<file path="src/rtl/link_buffer.sv">
// link_buffer: flit FIFO between two router ports with credit-style flow control.
// Parameters:
//   FLIT_WIDTH  flit width in bits
//   DEPTH       capacity in flits (power of two, >= 2)
// Ports:
//   clock, reset       rising-edge clock, async active-low reset
//   rx, data_i         upstream flit valid and flit data
//   credit_o           buffer can accept a flit this cycle
//   tx, data_o         head flit valid and head flit data
//   credit_i           downstream accepts the head flit this cycle
//   count_o            current occupancy
// Optional macro LINK_STATS_EN adds the following read-side packet statistics:
//   flit_cnt_o         flits delivered downstream
//   pkt_cnt_o          packets delivered downstream
module link_buffer #(
    parameter int FLIT_WIDTH = 16,
    parameter int DEPTH      = 4
) (
    input  logic                    clock,
    input  logic                    reset,
    input  logic                    rx,
    input  logic [FLIT_WIDTH-1:0]   data_i,
    output logic                    credit_o,
    output logic                    tx,
    output logic [FLIT_WIDTH-1:0]   data_o,
    input  logic                    credit_i,
    output logic [$clog2(DEPTH):0]  count_o
`ifdef LINK_STATS_EN
    ,
    output logic [31:0]             flit_cnt_o,
    output logic [31:0]             pkt_cnt_o
`endif
);

    localparam int AW = $clog2(DEPTH);
    localparam logic [AW:0] FULL = (AW+1)'(DEPTH);

    logic [FLIT_WIDTH-1:0] mem [DEPTH];
    logic [AW-1:0]         wptr;
    logic [AW-1:0]         rptr;
    logic [AW:0]           count;
    logic                  wr;
    logic                  rd;

    // Flow control is decoded from the registered count only.
    assign credit_o = (count < FULL);
    assign tx       = (count != '0);
    assign count_o  = count;
    assign wr       = rx & credit_o;
    assign rd       = tx & credit_i;

    // Storage is not reset; gating with tx keeps data_o at 0 when empty.
    assign data_o = tx ? mem[rptr] : '0;

    always_ff @(posedge clock) begin
        if (wr) begin
            mem[wptr] <= data_i;
        end
    end

    // Pointers are AW bits wide, so they wrap modulo DEPTH naturally.
    always_ff @(posedge clock or negedge reset) begin
        if (!reset) begin
            wptr  <= '0;
            rptr  <= '0;
            count <= '0;
        end else begin
            if (wr) begin
                wptr <= wptr + AW'(1);
            end
            if (rd) begin
                rptr <= rptr + AW'(1);
            end
            unique case ({wr, rd})
                2'b10:   count <= count + (AW+1)'(1);
                2'b01:   count <= count - (AW+1)'(1);
                default: count <= count;
            endcase
        end
    end

`ifdef LINK_STATS_EN
    typedef enum logic [1:0] {
        HEADER,
        SIZE,
        PAYLOAD
    } pkt_state_t;

    pkt_state_t            state;
    pkt_state_t            state_n;
    logic [FLIT_WIDTH-1:0] remaining;
    logic [FLIT_WIDTH-1:0] remaining_n;
    logic                  pkt_done;

    always_ff @(posedge clock or negedge reset) begin
        if (!reset) begin
            state      <= HEADER;
            remaining  <= '0;
            flit_cnt_o <= '0;
            pkt_cnt_o  <= '0;
        end else begin
            state     <= state_n;
            remaining <= remaining_n;
            if (rd) begin
                flit_cnt_o <= flit_cnt_o + 32'd1;
            end
            if (pkt_done) begin
                pkt_cnt_o <= pkt_cnt_o + 32'd1;
            end
        end
    end

    // Each delivered flit advances the packet tracker by one step.
    always_comb begin
        state_n     = state;
        remaining_n = remaining;
        pkt_done    = 1'b0;
        if (rd) begin
            unique case (state)
                HEADER: begin
                    state_n = SIZE;
                end
                SIZE: begin
                    remaining_n = data_o;
                    if (data_o == '0) begin
                        state_n  = HEADER;
                        pkt_done = 1'b1;
                    end else begin
                        state_n = PAYLOAD;
                    end
                end
                PAYLOAD: begin
                    remaining_n = remaining - FLIT_WIDTH'(1);
                    if (remaining == FLIT_WIDTH'(1)) begin
                        state_n  = HEADER;
                        pkt_done = 1'b1;
                    end
                end
                default: begin
                    state_n = HEADER;
                end
            endcase
        end
    end
`endif

endmodule

</file>
<file path="config.mk">
export PLATFORM = sky130hd
export DESIGN_NAME = link_buffer
export DESIGN_NICKNAME = d
export VERILOG_FILES = /design/src/rtl/link_buffer.sv
export SDC_FILE = /design/constraint.sdc
export NUM_CORES = 1
export LEC_CHECK = 0
export CORE_UTILIZATION = 50
export DETAILED_ROUTE_END_ITERATION = 16
export MAX_ROUTING_LAYER = met4
export PLACE_DENSITY_LB_ADDON = 0.08
export RECOVER_POWER = 50
export SKIP_CTS_REPAIR_TIMING = 1
export SLEW_MARGIN = 20
export SYNTH_ARGS = -nofsm -noshare
export SYNTH_HDL_FRONTEND = slang
export SYNTH_SLANG_ARGS = --single-unit
</file>
<file path="constraint.sdc">
create_clock -name clock -period 3.6 [get_ports clock]
set_input_delay 0.72 -clock clock [delete_from_list [all_inputs] [get_ports clock]]
set_output_delay 0.72 -clock clock [all_outputs]
set_load 0.01 [all_outputs]
</file>
# Yosys cells after proc, flatten, opt, wreduce, memory -nomap -nowiden

Memory sizes are Yosys's and may differ from the RTL's.
Index checks and enable logic that the tools add are counted.

Output and inout bits: 21
Bits of input ports: 20
Memories kept: 1
Latch bits: 0
Memory bits (writable): 64
Logic and storage cells: 19
Bits in registers: 7
ROM bits: 0

Memories:

| memory | depth | width | read ports | clocked after Yosys merged registers in | wr ports | RTL line | RTL |
|---|---|---|---|---|---|---|---|
| mem    | 4     | 16    | 1          | 0                                       | 1        | 38       | `logic [FLIT_WIDTH-1:0] mem [DEPTH];` |

Multipliers: 0
Reduce and logical (&&, ||, !) cells: 2
$add $sub $neg: 4
Order comparisons: 1
Bitwise gates (word level): 2
Eq/ne operators: 2
Muxes and demuxes: 4
Shift operators: 0
Div/mod/pow operators: 0

Operators by type and width:

| operator                                           | number |
|---|---|
| 2-to-1 mux 16 bit                                  | 1 |
| one-hot mux 3 bit (2 select lines)                 | 1 |
| adder 2 x 1 -> 2 bit (second input constant)       | 2 |
| adder 3 x 1 -> 3 bit (second input constant)       | 1 |
| less-than comparator 3 bit (second input constant) | 1 |
| nonzero test 3 bit                                 | 1 |
| subtractor 3 x 1 -> 3 bit (second input constant)  | 1 |
| bitwise AND 1 bit                                  | 2 |
| == test 2 x 1 -> 1 bit (second input constant)     | 1 |
| == test 2 bit (second input constant)              | 1 |
| 2-to-1 mux 1 bit                                   | 2 |
| nonzero test 2 bit                                 | 1 |

# Longest topological paths before layout

Gate-level depths: netlist of the first run.

Depth after elaboration: 4
Mapped depth: 9
Depth with buffers taken out: 8

# Worst setup path after synthesis of the first run

OpenSTA, ideal clock, no wires.

Kind: input to register
Start: input rx
End: register count[2] (netlist: count_o[2])
Slack: 1.535 ns
Library setup time: 0.080 ns
Arrival: 1.985 ns
Cell stages on the path: 9
Path buffers: 1
Cells stage by stage: nor2b_1 -> clkbuf_1 -> inv_1 -> ha_1 -> inv_1 -> fa_1 -> xor2_1 -> nor2_1 -> xnor2_1

Longest elaborated chain between the ends: 3
Elaborated cells between the ends (all ways): 5
Those cells by class: eq/ne (2); mux (1); bitwise (1); reduce/logical (1)

Ends and longest elaborated chain:

| item                                                                            | RTL line | RTL |
|---|---|---|
| from (decl)                                                                     | 21       | `input logic rx,` |
| bitwise AND 1 bit *                                                             | 49       | `assign wr = rx & credit_o;` |
| == test 2 x 1 -> 1 bit / == test 2 bit (equally long branches)                  | 74       | `unique case ({wr, rd})` |
| one-hot mux 3 bit (2 select lines) / nonzero test 2 bit (equally long branches) | n/a      |  |
| to (signal assigned)                                                            | 75       | `2'b10: count <= count + (AW+1)'(1);` |
| to (signal assigned)                                                            | 76       | `2'b01: count <= count - (AW+1)'(1);` |
| to (signal assigned)                                                            | 77       | `default: count <= count;` |
| to (decl)                                                                       | 41       | `logic [AW:0] count;` |

Mark *: on every way between the ends. The rest lies on a longest branch, timed or not.
A chain may end at the register's enable or synchronous reset.

# Final worst setup path of the first run

Start: register rptr[0]
End: output data_o[6]

Longest elaborated chain between the ends: 2

Ends and longest elaborated chain:

| item                     | RTL line | RTL |
|---|---|---|
| from (decl)              | 40       | `logic [AW-1:0] rptr;` |
| from (signal assigned)   | 72       | `rptr <= rptr + AW'(1);` |
| memory read (4 x 16 bit) | n/a      |  |
| 2-to-1 mux 16 bit        | 53       | `assign data_o = tx ? mem[rptr] : '0;` |
| to (decl)                | 25       | `output logic [FLIT_WIDTH-1:0] data_o,` |

Every way passes these cells.

==> flow_summary.toml, run 1 <==
[run_status]
status = "finished, final reports clean"

[synthesis]
syn_area_per_cell_um2 = 20.4
synth.distinct_cells = 21
synthCells = 141
synth_compound_gate_area_share_pct = 0.174
syn_area_um2 = 2870
ys_ff_latch = 71
ys.warnings.count = 0
synthMuxAreaShare_pct = 13.9
synthAdderAreaFrac_pct = 2.87
ys_seq_area_share_pct = 73.0
synth_top_family_by_area = "multiplexers"
synthSimpleGateAreaFrac_pct = 5.44
synthesis.nets = 167
synth_xor_xnor_area_share_pct = 1.83

[die]
core-area_um2 = 5510
fp.dieW_um = 77.8
io_pins = 41
initial_core_util_pct = 52.2
num_rows = 27
die_h_um = 77.8
dieArea_um2 = 6050

[setup_path]
path_cells = "buf_4, mux4_1, and2_1, clkdlybuf4s50_1"
cp.arrival_ns = 2.26
path_buf_inv = 2
reg2regPathDepth = 8
critPathLaunchType = "flip-flop"
worstPathRequired_ns = 2.88
setup.worst_path.class = "reg -> out"
critical_path.max_stage_delay_ns = 0.55
cp_slowest_cell = "mux4_1"
critPathTopFamily = "buffers and inverters"
endpoint_kind = "output port"
crit_fanout = 7
crit_cells = 4

[routing]
drc_errors = 0
drtIter0Drc = 71
routedWlPerCell_um = 17.4
dr.pass1.iters = 4
ant_nets = 0
wl_um = 4630
drt-vias-per-instance = 5.18
num_vias = 1378

[cells_and_area]
register_area_um2 = 2100
area_delta_synth_final_pct = 23.4
num_antenna_cells = 0
drive_gt1_share_pct = 12.4
nets = 215
multi_input_area_um2 = 697
final.fill_count = 369

[global_routing]
grt_antenna_before_repair = 0
globalRoute.busiestLayer = "met2"
met1_usage_pct = 21.9
use_met2_pct = 28.8
grt_pass1_vias = 1478
grtUsageMet3_pct = 4.71
grt_usage_pct = 18.2
grt_pass1_wl_um = 7470
overflow = 0
grt_max_degree = 20

[clock_tree]
tritoncts = "yes"
cts.sinks = 71
cts_buffers = 9
clockBufferDepth = 2
clk_pin_slew_worst_paths_ns = 0.07
htree_num_levels = 3
cts-root-buf = "clkbuf_8"
insertion_delay_ns = 0.33

[place]
post-dp-hpwl_um = 3030
io_buffers = 40
routabilityCongestion = 0.725

[sta]
hold_violations = 0
rsz0062_at_grt = "no"
final.setup_skew_ns = 0.00621
timing.hold.ws_ns = 0.529
fmax_ghz = 0.336
relSlewSlack_pct = 44.8
finalSetupViolCount = 0
setup_tns_ns = 0
final.period_utilization_pct = 82.7
tightest_slew_ns = 0.828
maxSlewViolCount = 0
final.min_clock_period_ns = 2.98

[pwr]
p_leak_uw = 0.00124
vdd_drop_max_uv = 414
powerDensity_nw_per_um2 = 793

[hold_path]
hold_path_class = "reg -> reg"
min_path_cells = 1

[job]
maxCapViolCount = 0
## sequential cells by signal (all words and copies together) (netlist names)
name     count
rptr         2
count_o      3
mem         64
wptr         2
## stage by stage
| step | cell area [um^2] | setup slack, ns | utilization [%] | instances | power (uW) |
|---|---|---|---|---|---|
| after detailed placement | 3340 | 0.899 | 60.7 | 250 | 2200 |
| after CTS | 3540 | 0.581 | 64.4 | 266 | 2860 |
| final | 3540 | 0.623 | 64.4 | 266 | 2810 |
| after global placement | 3340 | 0.933 | 60.7 | 250 | 2180 |
| after global routing | 3540 | 0.513 | 64.4 | 266 | 2970 |
| after floorplan | 2870 | 1.53 | - | 141 | 1760 |
## power breakdown
group / total (uW) / switching (uW) / internal [uW] / leakage [uW]
combinational: 1010 / 411 / 596 / 0.000478
clock: 655 / 270 / 385 / 0.000102
sequential: 1150 / 97.1 / 1050 / 0.000664
total: 2810 / 778 / 2030 / 0.00124
## layer usage
layer  wire length [um]  part of all wire (%)
met2               2330                    50
met4                 51                   1.1
met3                231                   5.0
met1               2020                    44
met5                  0                     0
## final cells by class
type / count / share of cell area, %
Multi-Input combinational cell: 56 / 19.7
Clock inverter: 5 / 2.05
Sequential cell: 71 / 59.2
Clock buffer: 11 / 3.71
Timing Repair Buffer: 44 / 12.1
Inverter: 7 / 0.741
Tap cell: 72 / 2.54
## kinds of logic (layout without fill, tap and decap cells)
logic type,Yosys count,in the layout
adder cells (fa/ha/maj),6,6
AND/OR/NAND/NOR,26,26
AO/OA/AOI/OAI,1,1
buffers and inverters,14,67
XOR/XNOR,6,6
multiplexers,17,17
flip-flops,71,71
## final timing paths
check / startpoint / to / slack (ns)
setup / recovery: rptr[0] / data_o[6] / 0.62
hold / removal: count_o[0] / count_o[0] / 0.53
setup reg to reg: count_o[0] / count_o[2] / 1.28
hold reg to reg: count_o[0] / count_o[0] / 0.53
max in group asynchronous: reset / rptr[1] / 2.62
min in group asynchronous: reset / count_o[2] / 0.73
## Yosys cell counts
| cell type | n | area (um^2) |
|---|---|---|
| edfxtp_1 | 64 | 1920 |
| and2_1 | 21 | 131 |
| mux4_1 | 8 | 210 |
| mux4_2 | 8 | 180 |
| dfrtp_1 | 7 | 175 |
| inv_1 | 7 | 26.3 |
| ha_1 | 5 | 62.6 |
| xnor2_1 | 4 | 35.0 |
| clkbuf_1 | 3 | 11.3 |
| buf_2 | 2 | 10.0 |
| xor2_1 | 2 | 17.5 |
| buf_12 | 1 | 20.0 |
| buf_6 | 1 | 11.3 |
| fa_1 | 1 | 20.0 |
| mux2i_1 | 1 | 10.0 |
| nand2_1 | 1 | 3.75 |
| nand3_1 | 1 | 5.00 |
| nor2_1 | 1 | 3.75 |
| nor2b_1 | 1 | 6.26 |
| o21ai_0 | 1 | 5.00 |
| or3_1 | 1 | 6.26 |
## placed cells by master, fill, tap and decap left out, types with 2 or more instances in the layout
cell type / Yosys / layout
dfrtp_1: 7 / 7
ha_1: 5 / 5
edfxtp_1: 64 / 64
clkbuf_1: 3 / 2
mux4_1: 8 / 8
and2_1: 21 / 19
and2_0: 0 / 2
buf_4: 0 / 4
bufinv_16: 0 / 2
xor2_1: 2 / 2
clkinv_1: 0 / 2
inv_1: 7 / 7
mux4_2: 8 / 8
dlygate4sd3_1: 0 / 21
clkbuf_8: 0 / 9
xnor2_1: 4 / 4
clkdlybuf4s50_1: 0 / 19
No activity file was read; power rests on OpenSTA's default activity.
==> inputs of run 2 (changes only) <==
==> constraint.sdc (replaced) <==
create_clock -name clock -period 2.75 [get_ports clock]
set_input_delay 0.55 -clock clock [delete_from_list [all_inputs] [get_ports clock]]
set_output_delay 0.55 -clock clock [all_outputs]
set_load 0.01 [all_outputs]
==> run 2 against run 1 <==
Against the previous run: worst hold slack improved by 0.010 ns; non-clock buffer count up 9; setup slack got worse by 0.53 ns; sequential cell count is the same; clock power increased by 18%; clock skew rose by 0.0010 ns; critical endpoint is now data_o[2].
==> flow_summary.toml, run 2 (synthesis gave the netlist of run 1 again) <==
[die]
fp.dieW_um = 77.8
io_pins = 41
die_h_um = 77.8
core-area_um2 = 5510
dieArea_um2 = 6050
num_rows = 27
initial_core_util_pct = 52.2

[place]
dp_slack_ns = 0.358
io_buffers = 40
post-dp-hpwl_um = 3120
routabilityCongestion = 0.687

[cells_and_area]
nets = 224
final_cell_mix = "edfxtp_1, clkdlybuf4s50_1, and2_1, dlygate4sd3_1, buf_4"
top_register = "mem"
area_delta_synth_final_pct = 25.0
final.fill_count = 402
largest_register_ffs = 64
layout_commonest_cell = "edfxtp_1"
num_antenna_cells = 0
drive_gt1_share_pct = 16.3

[setup_path]
setup.worst_path.class = "reg -> out"
r2r-start = "count_o[2]"
crit_fanout = 12
worstPathRequired_ns = 2.20
critPathLaunchType = "flip-flop"
endpoint_kind = "output port"
reg2regPathDepth = 6
r2r_end = "count_o[1]"
cp.arrival_ns = 2.11
rrSetupSlack_ns = 0.61

[global_routing]
grt_pass1_vias = 1541
grt_max_degree = 20
grt_antenna_before_repair = 0
grt_usage_pct = 19.0
overflow = 0
grt_pass1_wl_um = 7680

[routing]
drt-vias-per-instance = 5.16
drtIter0Drc = 58
wl_um = 4760
routedWlPerCell_um = 17.3
num_vias = 1419
drc_errors = 0
ant_nets = 0
dr.pass1.iters = 4

[pwr]
vdd_drop_max_uv = 638
p_leak_uw = 0.00128
powerDensity_nw_per_um2 = 1020
fin_total_pwr_uw = 3660

[clock_tree]
cts-root-buf = "clkbuf_8"
insertion_delay_ns = 0.34
htree_num_levels = 3
clockBufferDepth = 2
tritoncts = "yes"
clk_pin_slew_worst_paths_ns = 0.07
cts.sinks = 71
cts_buffers = 9

[sta]
final.min_clock_period_ns = 2.66
fin_ws_ns = 0.0886
rsz0062_at_grt = "no"
hold_violations = 0
relSlewSlack_pct = 72.7
fmax_ghz = 0.376
final.period_utilization_pct = 96.8
finalSetupViolCount = 0
final.setup_skew_ns = 0.00722
maxSlewViolCount = 0
tightest_slew_ns = 0.409
timing.hold.ws_ns = 0.539

[run_status]
status = "finished, final reports clean"

[job]
maxCapViolCount = 0

[hold_path]
hold_path_class = "in -> async"
==> run 2: report_power, final <==
group	internal [uW]	total, uW	leakage, uW	switching, uW
clock network	412	773	0.0000945	361
logic	834	1450	0.000518	611
registers	1380	1440	0.000664	69.0
==> run 2: per-stage QoR <==
step	instance area, um^2	utilization, %	cells	setup TNS, ns
floorplan	2870	-	141	0
global placement	3410	61.9	259	0
detailed placement	3410	61.9	259	0
CTS	3590	65.2	275	-0.140
global route	3590	65.2	275	0
finish	3590	65.2	275	0
==> run 2: layout make-up <==
type                    instances  area (um^2)  area share [%]
repair buffers                 53          494            13.8
flip-flops and latches         71         2100            58.4
clock inverters                 5         48.8            1.36
multi-input cells              56          702            19.6
well taps                      72         90.1            2.51
inverters                       7         26.3           0.732
clock buffers                  11          131            3.66
==> run 2: critical path, cell delays in order (launching register included) <==
cell,delay [ns]
dfrtp_1,0.37
buf_6,0.20
mux4_1,0.56
and2_1,0.17
clkdlybuf4s50_1,0.47
==> run 2: worst max-delay path by stage <==
| stage | cells past startpoint | slack, ns | end | start |
|---|---|---|---|---|
| 2_1_floorplan | 9 | 0.78 | count_o[2] | count_o[2] |
| 3_5_place_dp | 3 | 0.36 | data_o[7] | count_o[2] |
| 3_3_place_gp | 3 | 0.39 | data_o[7] | count_o[2] |
| 4_1_cts | 3 | -0.02 | data_o[7] | count_o[2] |
| 5_1_grt | 4 | 0.006 | data_o[2] | rptr[0] |
| 6_report | 4 | 0.09 | data_o[2] | rptr[0] |
==> run 2: routing by layer <==
metal	routed length [um]	vias up	part of all wire, %	GRT usage [%]
met3	156	12	3.3	4.35
met2	2530	32	53	30.5
met5	0	-	0	-
met4	116	0	2.4	11.9
li1	-	656	-	-
met1	1960	719	41	21.7
==> inputs of run 3 (changes only) <==
--- a/config.mk
+++ b/config.mk
@@ -5,8 +5,10 @@
 export SDC_FILE = /design/constraint.sdc
 export NUM_CORES = 1
 export LEC_CHECK = 0
+export CORE_MARGIN = 5
 export CORE_UTILIZATION = 50
 export DETAILED_ROUTE_END_ITERATION = 16
+export GPL_TIMING_DRIVEN = 1
 export MAX_ROUTING_LAYER = met4
 export PLACE_DENSITY_LB_ADDON = 0.08
 export RECOVER_POWER = 50
==> run 3 against run 2 <==
Against the previous run: core utilization shrank 0.98 points; sequential cell count is the same; final cell count shrank 0.73%; combinational power is essentially flat; count of clock-buffer cells in the layout is the same; maximum frequency grew 0.18%; clock skew grew 0.0017 ns; critical path type unchanged; critical endpoint is now data_o[12]; largest cell class unchanged; largest power group unchanged; highest routed layer unchanged.
==> flow_summary.toml, run 3 (synthesis gave the netlist of run 1 again) <==
[cells_and_area]
layout_commonest_cell = "edfxtp_1"
fin_util_pct = 64.2
top_register = "mem"
nets = 224
area_delta_synth_final_pct = 23.8
num_antenna_cells = 0
drive_gt1_share_pct = 15.4
largest_register_ffs = 64
final_cell_mix = "edfxtp_1, clkdlybuf4s50_1, and2_1, dlygate4sd3_1, buf_4"

[pwr]
power.internal_uw = 2530
fin_total_pwr_uw = 3560
switching_power_uw = 1040
powerDensity_nw_per_um2 = 1000
power_frac_comb_pct = 41.2
power_switching_share_pct = 29.1
vdd_drop_max_uv = 647
seq_power_share_pct = 40.6
p_leak_uw = 0.00126
power_frac_clock_pct = 18.2

[die]
die_h_um = 85.8
dieArea_um2 = 7360
fp.dieW_um = 85.8
core-area_um2 = 5540
io_pins = 41
num_rows = 27
initial_core_util_pct = 51.9

[clock_tree]
clk_pin_slew_worst_paths_ns = 0.07
cts-root-buf = "clkbuf_8"
htree_num_levels = 3
tritoncts = "yes"
cts.sinks = 71
insertion_delay_ns = 0.34
clockBufferDepth = 2
cts_buffers = 9

[sta]
final.period_utilization_pct = 96.6
tightest_slew_ns = 0.489
final.setup_skew_ns = 0.00892
timing.hold.ws_ns = 0.551
finalSetupViolCount = 0
fmax_ghz = 0.376
rsz0062_at_grt = "yes"
final.min_clock_period_ns = 2.66
hold_violations = 0
fin_ws_ns = 0.0935
relSlewSlack_pct = 67.4
maxSlewViolCount = 0

[global_routing]
grt_pass1_wl_um = 8310
overflow = 0
grt_usage_pct = 16.1
grt_antenna_before_repair = 0
grt_max_degree = 20
grt_pass1_vias = 1607

[routing]
dr.pass1.iters = 4
drc_errors = 0
ant_nets = 0
drt-vias-per-instance = 5.16
drtIter0Drc = 73
routedWlPerCell_um = 18.5
wl_um = 5050
num_vias = 1408

[setup_path]
rrSetupSlack_ns = 0.68
r2r-start = "count_o[2]"
cp.arrival_ns = 2.11
setup.worst_path.class = "reg -> out"
endpoint_kind = "output port"
reg2regPathDepth = 6
critPathLaunchType = "flip-flop"
crit_fanout = 8
r2r_end = "count_o[1]"
worstPathRequired_ns = 2.20

[place]
routabilityCongestion = 0.680
io_buffers = 40
post-dp-hpwl_um = 3570
dp_slack_ns = 0.386

[hold_path]
hold_path_class = "in -> async"

[job]
maxCapViolCount = 0

[run_status]
status = "finished, final reports clean"
run 3: changes by cell type in the layout (fill, tap and decap cells not counted):
cell,previous run,this run
clkinv_1,1,2
buf_4,10,11
and2_0,2,3
clkbuf_1,4,3
bufinv_16,1,0
and2_1,19,18
clkinv_2,3,1
run 3: through the flow:
step	setup TNS (ns)	instances	cell area, um^2
6_report	0	273	3560
3_5_place_dp	0	259	3410
5_1_grt	-0.00105	273	3560
2_1_floorplan	0	141	2870
3_3_place_gp	0	259	3410
4_1_cts	0	273	3550
run 3: layer usage:
| metal | wire, um | vias up | track usage [%] | part of all wire (%) |
|---|---|---|---|---|
| met5 | 0 | - | - | 0 |
| met3 | 175 | 6 | 3.84 | 3.5 |
| met2 | 2790 | 28 | 27.3 | 55 |
| met1 | 2020 | 721 | 17.5 | 40 |
| met4 | 71 | 0 | 8.49 | 1.4 |
| li1 | - | 653 | - | - |
run 3: how the worst max path moves through the flow:
| stage | slack (ns) | cells past startpoint | to | start |
|---|---|---|---|---|
| after global placement | 0.42 | 4 | data_o[6] | rptr[0] |
| after global routing | -0.001 | 4 | data_o[12] | rptr[0] |
| after floorplan | 0.78 | 9 | count_o[2] | count_o[2] |
| after detailed placement | 0.39 | 3 | data_o[13] | count_o[2] |
| final | 0.09 | 4 | data_o[12] | rptr[0] |
| after CTS | 0.02 | 3 | data_o[13] | count_o[2] |
run 3: final cells by class:
class,instances,area [um^2]
inverters,7,26.3
fillers,405,1980
multi-input cells,56,702
clock inverters,3,12.5
well taps,72,90.1
flip-flops and latches,71,2100
repair buffers,53,498
clock buffers,11,131
run 3: power groups by stage:
stage / clock network [uW] / registers, uW / logic, uW
2_1_floorplan: 0 / 1450 / 850
3_3_place_gp: 0 / 1450 / 1460
3_5_place_dp: 0 / 1470 / 1500
4_1_cts: 666 / 1450 / 1510
5_1_grt: 731 / 1470 / 1600
6_report: 648 / 1450 / 1470
run 3: worst max-delay path: stages, from the launching register on:
cell and delay (ns):
dfrtp_1 0.37, buf_4 0.21, mux4_2 0.54, and2_1 0.17, clkdlybuf4s50_1 0.48
==> edit, RTL diff (config.mk and constraints of run 3) <==
`FLIT_WIDTH`: 16 -> 20.
--- a/src/rtl/link_buffer.sv
+++ b/src/rtl/link_buffer.sv
@@ -13,7 +13,7 @@
 //   flit_cnt_o         flits delivered downstream
 //   pkt_cnt_o          packets delivered downstream
 module link_buffer #(
-    parameter int FLIT_WIDTH = 16,
+    parameter int FLIT_WIDTH = 20,
     parameter int DEPTH      = 4
 ) (
     input  logic                    clock,
Interface: changed (resized data_i and data_o); port bits go from 41 to 49. No check against the original RTL was run, so the function may have changed too.
==> edit against run 3 <==
Worst setup slack worse by 0.047 ns. Routed wire length is 18% higher. Non-clock buffer count is 8 higher. Final area is 21% higher. Area after synthesis is 20% higher. First-iteration DRC count is 26% lower. Core utilization is 0.52 points lower. Maximum frequency is 1.7% lower. Sequential cell count is 16 higher. Synthesized cell count is 18% higher. Power is 26% higher. Critical path type unchanged. Largest cell class unchanged.
==> edit: results (changes against run 3) <==
first-pass GRT wire length=9580 um (was 8310 um); status=complete, no violations (unchanged); syn_nets=196 (was 167); share of cells above drive strength 1=0.199 (was 0.154); drt pass-1 iters=4 (unchanged); CTS Buf Count=9 (unchanged); leak pwr=1.48 nW (was 1.26 nW); cell internal pwr=3.20 mW (was 2.53 mW); Placement Setup Slack=0.303 ns (was 0.386 ns); Setup Skew=0.00844 ns (was 0.00892 ns); met2 usage=0.254 (was 0.273); met1 Track Usage GR=0.188 (was 0.175); hold slack=0.542 ns (was 0.551 ns); GRT met3 Usage=0.0357 (was 0.0384); total track usage=0.157 (was 0.161); Largest stage delay, worst path=0.57 ns (was 0.54 ns); Root Driver=clkbuf_8 (unchanged); n_diodes=0 (unchanged); worst reg2reg startpoint=count_o[0] (was count_o[2]); vias in the first global route=1811 (was 1607); DR WL/cell=18.9 um (was 18.5 um); Worst Tran Pin Value=0.372 ns (was 0.489 ns); Cell variety after synth=19 (was 21); sequential share of the synthesized area=0.750 (was 0.730); GP Congestion=0.687 (was 0.680); cell at the slowest stage of the critical path=mux4_1 (was mux4_2); fill count=482 (was 405); top cells by count, synth=edfxtp_1 (80), and2_1 (25), mux4_2 (18), dfrtp_1 (7), inv_1 (7) (was edfxtp_1 (64), and2_1 (21), mux4_1 (8), mux4_2 (8)); dominant cells by area after synthesis=edfxtp_1 (70%), mux4_2 (12%), dfrtp_1 (5.1%) (was edfxtp_1 (67%), mux4_1 (7.3%), mux4_2 (6.3%)); peak supply drop=0.000506 V (was 0.000647 V); R2R setup slack=0.62 ns (was 0.68 ns); largest net degree at the start of global routing=24 (was 20); Worst Hold Class=input pin to async pin (unchanged); FFs w/ async S/R, synth=0.0805 (was 0.0986); max FFs per register=80 (was 64); R2R Path End=count_o[1] (unchanged); Post-synth EDFFs=80 (was 64); DRT iter0 DRCs=54 (was 73); via count=1673 (was 1408); Largest Register=mem (unchanged); hpwl dp=4100 um (was 3570 um); Crit Path Max Fanout=11 (was 8); I/O Buffers=48 (was 40); nets@finish=261 (was 224)
[edit: changes by cell type in the layout (fill, tap and decap cells not counted), moves of 2 or more]
cell / run 3 / this run
and2_0: 3 / 1
and2_1: 18 / 24
bufinv_16: 0 / 2
clkbuf_1: 3 / 1
clkdlybuf4s50_1: 22 / 26
clkinv_1: 2 / 0
clkinvlp_4: 0 / 2
dlygate4sd3_1: 18 / 22
edfxtp_1: 64 / 80
mux4_1: 8 / 2
mux4_2: 8 / 18
[edit: worst max path at each step]
stage | endpoint | slack (ns) | cells after the start
finish | data_o[0] | 0.05 | 4
global route | data_o[19] | -0.09 | 4
CTS | data_o[14] | -0.08 | 3
detailed placement | data_o[10] | 0.30 | 3
global placement | data_o[19] | 0.33 | 4
floorplan | count_o[1] | 0.84 | 6
[edit: per-stage QoR]
| stage | instances | cell area [um2] |
|---|---|---|
| detailed placement | 300 | 4070 |
| global placement | 300 | 4070 |
| floorplan | 166 | 3440 |
| CTS | 316 | 4300 |
| global route | 316 | 4300 |
| finish | 316 | 4300 |
[edit: per-layer routing]
layer | share of wire | vias to the layer above
li1 | - | 771
met1 | 0.42 | 852
met2 | 0.52 | 40
met3 | 0.044 | 10
met4 | 0.015 | 0
met5 | 0 | -
[edit: power groups by stage]
stage	Clock (mW)	Combinational, mW	Sequential (mW)
after global placement	0	1.77	1.76
final	0.976	1.76	1.76
after CTS	1.00	1.81	1.75
after detailed placement	0	1.79	1.79
after floorplan	0	0.992	1.78
after global routing	1.06	1.92	1.78
[edit: cell families after synthesis]
family | Yosys count | share of synthesized area
xor+xnor | 6 | 0.0153
flops | 87 | 0.750
buf+inv | 14 | 0.0204
simple gates | 31 | 0.0539
compound gates | 2 | 0.00291
fa+ha+maj | 6 | 0.0240
mux | 20 | 0.133
[edit: area by class of cell]
class	instances	area, um2	area share
Sequential cell	87	2580	0.599
Timing Repair Buffer	61	578	0.134
Clock buffer	9	124	0.0288
Tap cell	80	100	0.0233
Clock inverter	7	104	0.0241
Inverter	7	26.3	0.00611
Multi-Input combinational cell	65	793	0.184
[edit: worst max-delay path: cells and delay by family, from the launching register on]
family / cells / cell delay, ns
AND/OR/NAND/NOR: 1 / 0.16
buffers and inverters: 2 / 0.72
flip-flops: 1 / 0.37
multiplexers: 1 / 0.57
